File: src/rtl/pipe_scroller_if.sv
// pipe_scroller_if
//   Bundles the game-stream signals between the pipe generator / bird
//   controller side (master) and the pipe_scroller consumer (slave).
//   Ports:
//     active    master->slave  game-running enable
//     col_in    master->slave  8-bit column pattern, bit r = pipe LED at row r
//     bird_row  master->slave  one-hot bird row, zero = off-screen
//     frame     slave->master  8*COLS frame buffer, column c = frame[8c+7:8c]
//     step      slave->master  one-cycle scroll pulse
//     gameover  slave->master  sticky crash flag
//     score     slave->master  saturating pipes-cleared counter
interface pipe_scroller_if #(
    parameter int COLS    = 16,
    parameter int SCORE_W = 8
);
    logic                 active;
    logic [7:0]           col_in;
    logic [7:0]           bird_row;
    logic [8*COLS-1:0]    frame;
    logic                 step;
    logic                 gameover;
    logic [SCORE_W-1:0]   score;

    modport master (
        output active, col_in, bird_row,
        input  frame, step, gameover, score
    );

    modport slave (
        input  active, col_in, bird_row,
        output frame, step, gameover, score
    );
endinterface

File: src/rtl/pipe_scroller.sv
// pipe_scroller
//   Consumer side of the pipe column stream. Every SHIFT_DIV clocks in RUN
//   the frame scrolls one column left and col_in enters at column COLS-1.
//   The bird's row is tested against column BIRD_COL every RUN cycle; a hit
//   (or an off-screen bird) latches gameover and freezes the frame. Pipes
//   leaving the bird column are counted in a saturating score.
//   Ports:
//     clk    system clock
//     reset  asynchronous active-high reset, clears all state
//     bus    pipe_scroller_if slave modport (inputs active/col_in/bird_row,
//            registered outputs frame/step/gameover/score)
module pipe_scroller #(
    parameter int COLS      = 16,
    parameter int SHIFT_DIV = 512,
    parameter int BIRD_COL  = 2,
    parameter int SCORE_W   = 8
) (
    input  logic            clk,
    input  logic            reset,
    pipe_scroller_if.slave  bus
);

    localparam int DIV_W = $clog2(SHIFT_DIV);
    localparam int FW    = 8 * COLS;

    typedef enum logic [1:0] {IDLE, RUN, OVER} state_t;

    state_t               state_q, state_d;
    logic [FW-1:0]        frame_q, frame_d;
    logic [DIV_W-1:0]     div_q, div_d;
    logic [SCORE_W-1:0]   score_q, score_d;
    logic                 step_q, step_d;
    logic                 gameover_q, gameover_d;

    logic [7:0]           bird_col_bits;
    logic                 crash;
    logic                 div_wrap;

    // Crash uses the registered frame, so a column arriving at BIRD_COL is
    // tested from the cycle after the scroll edge that placed it there.
    assign bird_col_bits = frame_q[8*BIRD_COL +: 8];
    assign crash         = ((bird_col_bits & bus.bird_row) != 8'h00) ||
                           (bus.bird_row == 8'h00);
    assign div_wrap      = (div_q == DIV_W'(SHIFT_DIV - 1));

    always_comb begin
        state_d    = state_q;
        frame_d    = frame_q;
        div_d      = div_q;
        score_d    = score_q;
        step_d     = 1'b0;
        gameover_d = gameover_q;

        unique case (state_q)
            IDLE: begin
                frame_d    = '0;
                score_d    = '0;
                div_d      = '0;
                gameover_d = 1'b0;
                if (bus.active) begin
                    state_d = RUN;
                end
            end

            RUN: begin
                if (!bus.active) begin
                    state_d    = IDLE;
                    frame_d    = '0;
                    score_d    = '0;
                    div_d      = '0;
                    gameover_d = 1'b0;
                end else if (crash) begin
                    // Crash wins over a coincident scroll: frame, score and
                    // divider stay as they are.
                    state_d    = OVER;
                    gameover_d = 1'b1;
                end else if (div_wrap) begin
                    div_d   = '0;
                    step_d  = 1'b1;
                    frame_d = {bus.col_in, frame_q[FW-1:8]};
                    if ((bird_col_bits != 8'h00) && (score_q != '1)) begin
                        score_d = score_q + SCORE_W'(1);
                    end
                end else begin
                    div_d = div_q + DIV_W'(1);
                end
            end

            OVER: begin
                if (!bus.active) begin
                    state_d    = IDLE;
                    frame_d    = '0;
                    score_d    = '0;
                    div_d      = '0;
                    gameover_d = 1'b0;
                end
            end

            default: begin
                state_d = IDLE;
            end
        endcase
    end

    always_ff @(posedge clk or posedge reset) begin
        if (reset) begin
            state_q    <= IDLE;
            frame_q    <= '0;
            div_q      <= '0;
            score_q    <= '0;
            step_q     <= 1'b0;
            gameover_q <= 1'b0;
        end else begin
            state_q    <= state_d;
            frame_q    <= frame_d;
            div_q      <= div_d;
            score_q    <= score_d;
            step_q     <= step_d;
            gameover_q <= gameover_d;
        end
    end

    assign bus.frame    = frame_q;
    assign bus.step     = step_q;
    assign bus.gameover = gameover_q;
    assign bus.score    = score_q;

endmodule

File: src/flat_wrapper.sv
// flat-port wrapper written by rule: the top's interface ports become plain ports
module pipe_scroller_flat 
#(
    parameter int COLS      = 16,
    parameter int SHIFT_DIV = 512,
    parameter int BIRD_COL  = 2,
    parameter int SCORE_W   = 8
)
  (clk, reset, bus_active, bus_col_in, bus_bird_row, bus_frame, bus_step, bus_gameover, bus_score);
  pipe_scroller_if #(.COLS(COLS), .SCORE_W(SCORE_W)) bus_i ();
  input  logic clk;
  input  logic reset;
  input wire logic [$bits(bus_i.active)-1:0] bus_active;
  input wire logic [$bits(bus_i.col_in)-1:0] bus_col_in;
  input wire logic [$bits(bus_i.bird_row)-1:0] bus_bird_row;
  output wire logic [$bits(bus_i.frame)-1:0] bus_frame;
  output wire logic [$bits(bus_i.step)-1:0] bus_step;
  output wire logic [$bits(bus_i.gameover)-1:0] bus_gameover;
  output wire logic [$bits(bus_i.score)-1:0] bus_score;
  assign bus_i.active = bus_active;
  assign bus_i.col_in = bus_col_in;
  assign bus_i.bird_row = bus_bird_row;
  assign bus_frame = bus_i.frame;
  assign bus_step = bus_i.step;
  assign bus_gameover = bus_i.gameover;
  assign bus_score = bus_i.score;
  pipe_scroller #(.COLS(COLS), .SHIFT_DIV(SHIFT_DIV), .BIRD_COL(BIRD_COL), .SCORE_W(SCORE_W)) u_core (.clk(clk), .reset(reset), .bus(bus_i));
endmodule
File: config.mk
export PLATFORM = sky130hd
export DESIGN_NAME = pipe_scroller_flat
export DESIGN_NICKNAME = d
export VERILOG_FILES = /design/src/rtl/pipe_scroller_if.sv /design/src/rtl/pipe_scroller.sv /design/src/flat_wrapper.sv
export SDC_FILE = /design/constraint.sdc
export NUM_CORES = 1
export LEC_CHECK = 0
export BUFFER_PORTS_ARGS = -buffer_cell sky130_fd_sc_hd__buf_2
export CORE_MARGIN = 10
export CORE_UTILIZATION = 35
export DETAILED_ROUTE_END_ITERATION = 8
export GPL_TIMING_DRIVEN = 0
export PLACE_DENSITY = 0.65
export SLEW_MARGIN = 20
export SYNTH_ARGS = -nofsm -noshare
export SYNTH_HDL_FRONTEND = slang
export SYNTH_SLANG_ARGS = --single-unit
export TNS_END_PERCENT = 10
File: constraint.sdc
create_clock -name clk -period 9 [get_ports clk]
set_clock_uncertainty 0.15 [all_clocks]
set_input_delay 1.8 -clock clk [delete_from_list [all_inputs] [get_ports clk]]
set_output_delay 1.8 -clock clk [all_outputs]
set_load 0.02 [all_outputs]
==> impl_metrics.ini, run 1 <==
[finish]
area_delta_synth_final_pct = 24.95
drive_above_1_share_pct = 47.47
fin_nets = 899
antenna_cells = 0

[power_and_ir_drop]
combPwrFrac_pct = 6.2
power.density_nw_per_um2 = 172.9
intPower_mw = 1.178
switchingPower_mw = 0.3681
seqPwrFrac_pct = 43.9
peakVddDrop_mv = 0.1244
switching_share_pct = 23.81
p_clk_share_pct = 50.0
p_leak_nw = 4.301

[critical_path]
crit_fanout = 10
endpoint_kind = register
crit_required_ns = 9.19
r2r-end = u_core.bus.score[5]$_DFFE_PP0P_
r2r-start = u_core.div_q[0]$_DFFE_PP0P_
worst-setup-path-type = in2reg
rr_worst_depth = 8
regToRegSetupSlack_ns = 6.34
critPathLaunchType = input port
arrival_ns = 3.77

[drt]
drt_iter0_markers = 388
drt-total-wl_um = 19910
avgRoutedWirePerCell_um = 17.18
ant_nets = 0
route.detailed.drc = 0
vias_per_cell = 4.807
vias = 5571
dr.pass1.iters = 4

[global_routing]
grt_pass1_vias = 5775
grt_pass1_wl_um = 32590
antenna_found_initial = 0
overflow = 0
grt_use_total_pct = 15.15
grt_max_degree = 76

[clock_tree]
post_cts_buffers = 0
root_buffer = clkbuf_16
holdBufCountCts = 0
cts_buffers = 17
cts.sinks = 149
cts.clk_slew.worst_paths_ns = 0.06
clock_path_buffers = 2
postCtsResizedCells = 0
h-tree-depth = 4
clock_latency_ns = 0.42
cts_tree = yes

[hold_path]
hold_class = reg2reg
hold_start = u_core.bus.frame[3]$_DFFE_PP0P_
hold_depth = 2
hold_end = u_core.bus.frame[3]$_DFFE_PP0P_

[logic_synthesis]
syn_nets = 723
synth-seq-area-share_pct = 52.10
post_synth_xor_area_fraction_pct = 0
yosys.area_share.simple_pct = 23.13
ys_async_sr_fraction_pct = 100.0
synth.area.mux_share_pct = 0.1399
synthAdderAreaFrac_pct = 0.5245
ys_dominant_reg_cell = dfrtp_1
synth_cells = 701
synth_top_family_by_area = simple AND/OR/NAND/NOR gates
synth_compound_area_share_pct = 18.23
synth_edf_count = 0
yosys_warnings = 0
ys_types = 50
post_synth.cell_area_avg_um2 = 10.21
ys_seq_elements = 149
synth_area_um2 = 7157

[timing]
rsz0062_at_grt = false
min_period_over_period_pct = 39.78
finalCriticalPeriod_ns = 3.580
setup_tns_ns = 0
fmax_ghz = 0.2793
drv_slew = 0
tightest_slew_ns = 0.7564
setup_viol = 0
hold_ws_ns = 0.3288
hold_viol = 0
maxSlewHeadroom_pct = 49.57

[floorplan]
core_um2 = 20170
boundaryPins = 157
die_h_um = 163.0
initial_core_util_pct = 35.48
dieArea_um2 = 26570
die_w_um = 163.0
fp-row-count = 52

[status]
status = finished, final reports clean

[placement]
io_buffers = 156
dp_hpwl_um = 14240
place_congestion = 0.8128

[flow_run]
max_cap_violations = 0
## cells by family after synthesis
logic type / after synthesis
compound gates: 166
flops: 149
fa+ha+maj: 3
simple gates: 333
mux: 1
buf+inv: 49
## critical path, stage by stage
cell,delay [ns]
buf_2,0.13
and3b_1,0.16
buf_2,0.18
clkbuf_1,0.60
buf_1,0.54
nand2_1,0.19
o21ai_1,0.16
## layer usage
metal / part of all wire, % / up-vias / track usage (%)
li1: - / 2719 / -
met1: 45 / 2700 / 20.14
met2: 47 / 129 / 23.54
met3: 6.3 / 23 / 4.146
met4: 1.3 / 0 / 4.590
met5: 0 / - / 0
## cell usage after synthesis, drive strengths merged, types with 3 or more instances
master | count | area (um^2)
and3 | 4 | 25.02
nand2 | 276 | 1284
inv | 3 | 11.26
a21oi | 6 | 33.78
nand3 | 11 | 60.06
buf | 30 | 349.1
o31ai | 3 | 22.52
o311ai | 4 | 35.04
o211ai | 3 | 22.52
dfrtp | 149 | 3729
clkbuf | 16 | 60.06
ha | 3 | 37.54
a22oi | 4 | 30.03
nor4 | 7 | 73.82
nor2 | 12 | 45.04
nand4 | 5 | 31.28
o21ai | 133 | 1033
or4 | 4 | 30.03
## layout make-up
class | instances | area [um^2]
Timing Repair Buffer | 157 | 808.3
Sequential cell | 149 | 3729
Multi-Input combinational cell | 503 | 3008
Tap cell | 270 | 337.8
Inverter | 3 | 18.77
Buffer | 46 | 409.1
Fill cell | 2027 | 11230
Clock buffer | 19 | 452.9
Clock inverter | 12 | 178.9
## power by group through the flow
stage | clock network (mW) | registers [mW] | logic [mW]
finish | 0.772 | 0.678 | 0.0954
global placement | 0 | 0.691 | 0.0960
global route | 0.818 | 0.678 | 0.106
detailed placement | 0 | 0.690 | 0.0982
floorplan | 0 | 0.693 | 0.0634
CTS | 0.785 | 0.678 | 0.0985
## metrics by stage
step / instances / power (mW) / worst slack (ns) / util [%] / instance area (um^2)
final: 1159 / 1.546 / 5.420 / 44.34 / 8942
after global routing: 1159 / 1.602 / 5.223 / 44.34 / 8942
after CTS: 1159 / 1.561 / 5.392 / 44.34 / 8942
after detailed placement: 1128 / 0.7884 / 4.947 / 41.20 / 8310
after global placement: 1127 / 0.7866 / 0.9800 / 41.03 / 8275
after floorplan: 701 / 0.7566 / 3.042 / - / 7157
## cell usage in the layout (no fill, tap or decap), drive strengths merged, types with 2 or more instances in the layout
cell | synthesis | final
nand2 | 276 | 276
buf | 30 | 187
dfrtp | 149 | 149
o21ai | 133 | 133
clkbuf | 16 | 35
nor2 | 12 | 12
nand3 | 11 | 11
nor4 | 7 | 7
a21oi | 6 | 6
nand4 | 5 | 5
clkinv | 0 | 5
a22oi | 4 | 4
and3 | 4 | 4
or4 | 4 | 4
bufinv | 0 | 4
o311ai | 4 | 4
o211ai | 3 | 3
o31ai | 3 | 3
ha | 3 | 3
clkinvlp | 0 | 3
inv | 3 | 3
and3b | 2 | 2
and2 | 2 | 2
nand3b | 2 | 2
o21a | 2 | 2
a32oi | 2 | 2
a22o | 2 | 2
a31oi | 2 | 2
nor3 | 2 | 2
## how the worst max path moves through the flow
stage                    start                               end  slack (ns)  cells past startpoint
floorplan                reset   u_core.bus.frame[0]$_DFFE_PP0P_        3.04                      1
global placement         reset  u_core.bus.frame[25]$_DFFE_PP0P_        0.98                      2
detailed placement  bus_active   u_core.bus.frame[1]$_DFFE_PP0P_        4.95                      7
CTS                 bus_active   u_core.bus.frame[1]$_DFFE_PP0P_        5.39                      7
global route        bus_active   u_core.bus.frame[1]$_DFFE_PP0P_        5.22                      7
finish              bus_active   u_core.bus.frame[1]$_DFFE_PP0P_        5.42                      7
## flip-flops by register name (all words and copies together), names as in the netlist
register and count:
u_core.bus.frame 128, u_core.bus.gameover 1, u_core.bus.score 8, u_core.bus.step 1
u_core.div_q 9, u_core.state_q 2
No activity file was read; power rests on OpenSTA's default activity.
==> inputs of run 2 (changes only) <==
--- a/config.mk
+++ b/config.mk
@@ -10,7 +10,7 @@
 export CORE_UTILIZATION = 35
 export DETAILED_ROUTE_END_ITERATION = 8
 export GPL_TIMING_DRIVEN = 0
-export PLACE_DENSITY = 0.65
+export PLACE_DENSITY = 0.67
 export SLEW_MARGIN = 20
 export SYNTH_ARGS = -nofsm -noshare
 export SYNTH_HDL_FRONTEND = slang
==> constraint.sdc (replaced) <==
create_clock -name clk -period 3.2 [get_ports clk]
set_clock_uncertainty 0.15 [all_clocks]
set_input_delay 0.64 -clock clk [delete_from_list [all_inputs] [get_ports clk]]
set_output_delay 0.64 -clock clk [all_outputs]
set_load 0.02 [all_outputs]
==> impl_metrics.ini, run 2 (synthesis gave the netlist of run 1 again) <==
[global_routing]
grt_use_total_pct = 14.99
grt_pass1_vias = 5842
overflow = 0
antenna_found_initial = 0
grt_max_degree = 34
grt_pass1_wl_um = 32200

[clock_tree]
cts.clk_slew.worst_paths_ns = 0.06
root_buffer = clkbuf_16
post_cts_buffers = 0
postCtsResizedCells = 0
clock_latency_ns = 0.42
holdBufCountCts = 0
cts_buffers = 17
cts_tree = yes
clock_path_buffers = 2
cts.sinks = 149
h-tree-depth = 4

[status]
status = finished, final reports clean

[critical_path]
rr_worst_depth = 8
arrival_ns = 2.78
endpoint_kind = register
worst-setup-path-type = reg2reg
cp_common_cell = ha_1
regToRegSetupSlack_ns = 0.55
critPathCapture = u_core.bus.score[5]$_DFFE_PP0P_
crit_required_ns = 3.33
critPathMaxStageDelay_ns = 0.56
r2r-end = u_core.bus.score[5]$_DFFE_PP0P_
crit_path_top_delay_cell = nor3_2
crit_fanout = 9
r2r-start = u_core.div_q[0]$_DFFE_PP0P_
cp-startpoint = u_core.div_q[0]$_DFFE_PP0P_
critPathLaunchType = register
path_cells = ha_1 > nand3_1 > nor2_1 > ha_1 > inv_1 > nor3_2 > a311o_1 > o221ai_1

[finish]
largest_reg_flops = 128
area_delta_synth_final_pct = 26.56
multi_input_area_um2 = 3008
seq_area_um2 = 3729
antenna_cells = 0
layout_commonest_cell = nand2_1
final_cell_mix = nand2_1, buf_2, dfrtp_1, nand2_2, o21ai_2
fin_nets = 903
fill_cells = 1929
drive_above_1_share_pct = 47.54
final_cell_area_um2 = 9057

[timing]
setup_viol = 0
min_period_over_period_pct = 82.85
tightest_slew_ns = 0.8065
drv_slew = 0
hold_viol = 0
fmax_ghz = 0.3772
setup_tns_ns = 0
maxSlewHeadroom_pct = 46.24
finalCriticalPeriod_ns = 2.651
rsz0062_at_grt = false

[power_and_ir_drop]
p_leak_nw = 4.357
power.density_nw_per_um2 = 496.9
peakVddDrop_mv = 0.3321

[drt]
route.detailed.drc = 0
avgRoutedWirePerCell_um = 17.01
dr.pass1.iters = 4
drt_iter0_markers = 377
ant_nets = 0
drt-total-wl_um = 19800
vias = 5678
vias_per_cell = 4.878

[placement]
dp_hpwl_um = 14560
dpl_cell_area_um2 = 8387
io_buffers = 156
place_congestion = 0.8169

[hold_path]
hold_class = in2async

[floorplan]
die_h_um = 163.0
dieArea_um2 = 26570
fp-row-count = 52
initial_core_util_pct = 35.48
die_w_um = 163.0
core_um2 = 20170
boundaryPins = 157

[flow_run]
max_cap_violations = 0
==> run 2: worst max-delay path, delay by kind of cell (launching register included) <==
kind | cells | cell delay (ns)
AND/OR/NAND/NOR | 3 | 0.87
adder cells (fa/ha/maj) | 2 | 0.59
buffers and inverters | 1 | 0.12
AO/OA/AOI/OAI | 2 | 0.36
flip-flops | 1 | 0.41
==> run 2: how the worst min path moves through the flow <==
stage,start,to,slack (ns),cells past startpoint
3_3_place_gp,u_core.bus.frame[4]$_DFFE_PP0P_,u_core.bus.frame[4]$_DFFE_PP0P_,0.31,2
3_5_place_dp,u_core.bus.frame[7]$_DFFE_PP0P_,u_core.bus.frame[7]$_DFFE_PP0P_,0.32,2
6_report,reset,u_core.bus.score[0]$_DFFE_PP0P_,0.07,2
5_1_grt,reset,u_core.bus.step$_DFF_PP0_,0.09,2
4_1_cts,reset,u_core.bus.score[0]$_DFFE_PP0P_,0.07,2
2_1_floorplan,u_core.div_q[8]$_DFFE_PP0P_,u_core.div_q[8]$_DFFE_PP0P_,0.32,1
==> run 2: per-stage QoR <==
stage / power [mW] / utilization (%) / hold slack [ns] / setup slack [ns] / instances
6_report: 4.501 / 44.91 / 0.07180 / 0.5489 / 1164
4_1_cts: 4.557 / 44.91 / 0.06629 / 0.5645 / 1164
2_1_floorplan: 2.128 / - / 0.3199 / 0.5350 / 701
5_1_grt: 4.652 / 44.91 / 0.08682 / 0.2650 / 1164
3_3_place_gp: 2.213 / 41.05 / 0.3129 / -0.5221 / 1127
3_5_place_dp: 2.230 / 41.58 / 0.3211 / 0.3285 / 1132
==> run 2: where the power goes <==
group          switching (mW)  total [mW]  leakage (nW)  internal, mW
Clock                   0.824        2.31         0.325          1.49
Combinational           0.196       0.281          1.96        0.0843
Sequential             0.0129        1.91          2.07          1.89
==> run 2: per-layer routing <==
| layer | global-route usage, % | vias to the layer above | share of wire [%] |
|---|---|---|---|
| met5 | 0 | - | 0 |
| met4 | 3.975 | 0 | 0.96 |
| met3 | 4.803 | 14 | 7.6 |
| met2 | 23.43 | 158 | 48 |
| met1 | 19.59 | 2768 | 44 |
| li1 | - | 2738 | - |
==> run 2: cell type report <==
cell class / instances / share of cell area, %
Clock buffer: 20 / 4.932
Sequential cell: 149 / 41.17
Inverter: 3 / 0.1658
Clock inverter: 12 / 2.473
Multi-Input combinational cell: 503 / 33.21
Tap cell: 270 / 3.730
Timing Repair Buffer: 161 / 9.808
Buffer: 46 / 4.517
==> inputs of run 3 (changes only) <==
--- a/config.mk
+++ b/config.mk
@@ -10,7 +10,7 @@
 export CORE_UTILIZATION = 35
 export DETAILED_ROUTE_END_ITERATION = 8
 export GPL_TIMING_DRIVEN = 0
-export PLACE_DENSITY = 0.67
+export PLACE_DENSITY = 0.65
 export SLEW_MARGIN = 20
 export SYNTH_ARGS = -nofsm -noshare
 export SYNTH_HDL_FRONTEND = slang
==> constraint.sdc (replaced) <==
create_clock -name clk -period 2.5 [get_ports clk]
set_clock_uncertainty 0.15 [all_clocks]
set_input_delay 0.5 -clock clk [delete_from_list [all_inputs] [get_ports clk]]
set_output_delay 0.5 -clock clk [all_outputs]
set_load 0.02 [all_outputs]
==> impl_metrics.ini, run 3 (synthesis gave the netlist of run 1 again) <==
[placement]
dp_hpwl_um = 14710
dpl_cell_area_um2 = 8387
dp_slack_ns = -0.2341
place_congestion = 0.8404
io_buffers = 156

[global_routing]
grt_max_degree = 32
grt_use_total_pct = 15.33
grt_pass1_wl_um = 32740
antenna_found_initial = 0
overflow = 0
grt_pass1_vias = 5944

[critical_path]
endpoint_kind = register
path_cells = ha_1 > nand3_1 > nor2_1 > ha_4 > a41oi_4 > buf_6 > buf_12 > buf_12 > nand2_2 > o21ai_2
cp_common_cell = buf_12
worst-setup-path-type = reg2reg
critPathLaunchType = register
cp_top_family = buffers and inverters
crit_required_ns = 2.65
critPathMaxStageDelay_ns = 0.42
arrival_ns = 2.52
crit_fanout = 10
crit_path_top_delay_cell = dfrtp_1
path_buf_inv = 3

[floorplan]
fp-row-count = 52
boundaryPins = 157
core_um2 = 20170
die_w_um = 163.0
initial_core_util_pct = 35.48
dieArea_um2 = 26570
die_h_um = 163.0

[clock_tree]
cts_buffers = 17
root_buffer = clkbuf_16
cts.sinks = 149
h-tree-depth = 4
cts_tree = yes
cts.clk_slew.worst_paths_ns = 0.07
clock_path_buffers = 2
clock_latency_ns = 0.43

[drt]
wl_met1_um = 8966
drt-total-wl_um = 20100
route.detailed.drc = 0
ant_nets = 0
drt_iter0_markers = 410
dr_wl_met3_um = 1084
wl_met2_um = 9775
dr.pass1.iters = 5
vias = 5669
vias_per_cell = 4.862
avgRoutedWirePerCell_um = 17.23
routed.top_layer = met4

[flow_run]
max_cap_violations = 0

[timing]
setup_viol = 0
hold_ws_ns = 0.1654
finalCriticalPeriod_ns = 2.375
worst_slack_ns = 0.1251
tightest_slew_ns = 0.5945
drv_slew = 0
maxSlewHeadroom_pct = 60.28
min_period_over_period_pct = 95.00
hold_viol = 0
fmax_ghz = 0.4211

[power_and_ir_drop]
power.density_nw_per_um2 = 607.9
p_leak_nw = 4.331
peakVddDrop_mv = 0.4635

[finish]
area_delta_synth_final_pct = 26.22
fill_cells = 1977
multi_input_area_um2 = 3027
antenna_cells = 0
final_cell_mix = nand2_1, buf_2, dfrtp_1, nand2_2, o21ai_2
largest_reg_flops = 128
final_cell_area_um2 = 9034
layout_commonest_cell = nand2_1
seq_area_um2 = 3729
fin_nets = 905
drive_above_1_share_pct = 47.77

[status]
status = finished, final reports clean

[hold_path]
hold_class = in2reg
-- run 3: where the power goes --
part / switching [mW] / internal [mW] / total [mW]
Clock: 1.06 / 1.63 / 2.69
Combinational: 0.251 / 0.110 / 0.362
Sequential: 0.0158 / 2.42 / 2.44
Total: 1.33 / 4.16 / 5.49
-- run 3: final cells by class --
cell class                      instances  share of cell area [%]
Clock buffer                           21                   5.097
Multi-Input combinational cell        503                   33.50
Sequential cell                       149                   41.27
Timing Repair Buffer                  163                   10.03
Tap cell                              270                   3.740
Clock inverter                         11                   1.648
Inverter                                3                  0.1662
Buffer                                 46                   4.543
-- run 3: worst min-delay path, stage by stage --
cell and delay (ns):
buf_2 0.10, nand2_1 0.06, o21ai_2 0.05
-- run 3: path summary, 6_finish.rpt --
| kind | start | end | slack, ns | cells past startpoint |
|---|---|---|---|---|
| worst min-delay path | bus_col_in[0] | u_core.bus.frame[120]$_DFFE_PP0P_ | 0.17 | 3 |
| min in group asynchronous | reset | u_core.bus.score[0]$_DFFE_PP0P_ | 0.55 | 3 |
| worst max register to register | u_core.div_q[0]$_DFFE_PP0P_ | u_core.bus.frame[127]$_DFFE_PP0P_ | 0.13 | 10 |
| worst min register to register | u_core.bus.frame[3]$_DFFE_PP0P_ | u_core.bus.frame[3]$_DFFE_PP0P_ | 0.33 | 2 |
| worst max-delay path | u_core.div_q[0]$_DFFE_PP0P_ | u_core.bus.frame[127]$_DFFE_PP0P_ | 0.13 | 10 |
| max in group asynchronous | reset | u_core.bus.frame[76]$_DFFE_PP0P_ | 0.70 | 6 |
-- run 3: per-layer routing --
layer | up-vias | global-route usage, %
li1 | 2735 | -
met1 | 2783 | 19.67
met2 | 132 | 24.77
met3 | 19 | 4.146
met4 | 0 | 4.508
met5 | - | 0
-- run 3: repair_timing --
item                                   CTS  global route
endpoints found under the hold margin   22             0
hold buffers                             1             0
setup endpoints to repair              116           129
gates cloned                             0             0
buffers inserted                         0             1
pin swaps                                0             3
gates resized for setup                  3             1
-- run 3: stage by stage --
| stage | TNS, ns | std cells | total power, mW | util [%] |
|---|---|---|---|---|
| final | 0 | 1166 | 5.492 | 44.79 |
| after global routing | -0.04793 | 1166 | 5.688 | 44.79 |
| after CTS | 0 | 1165 | 5.556 | 44.70 |
| after detailed placement | -4.189 | 1132 | 2.853 | 41.58 |
| after global placement | -168.20 | 1127 | 2.831 | 41.05 |
| after floorplan | -3.722 | 701 | 2.724 | - |
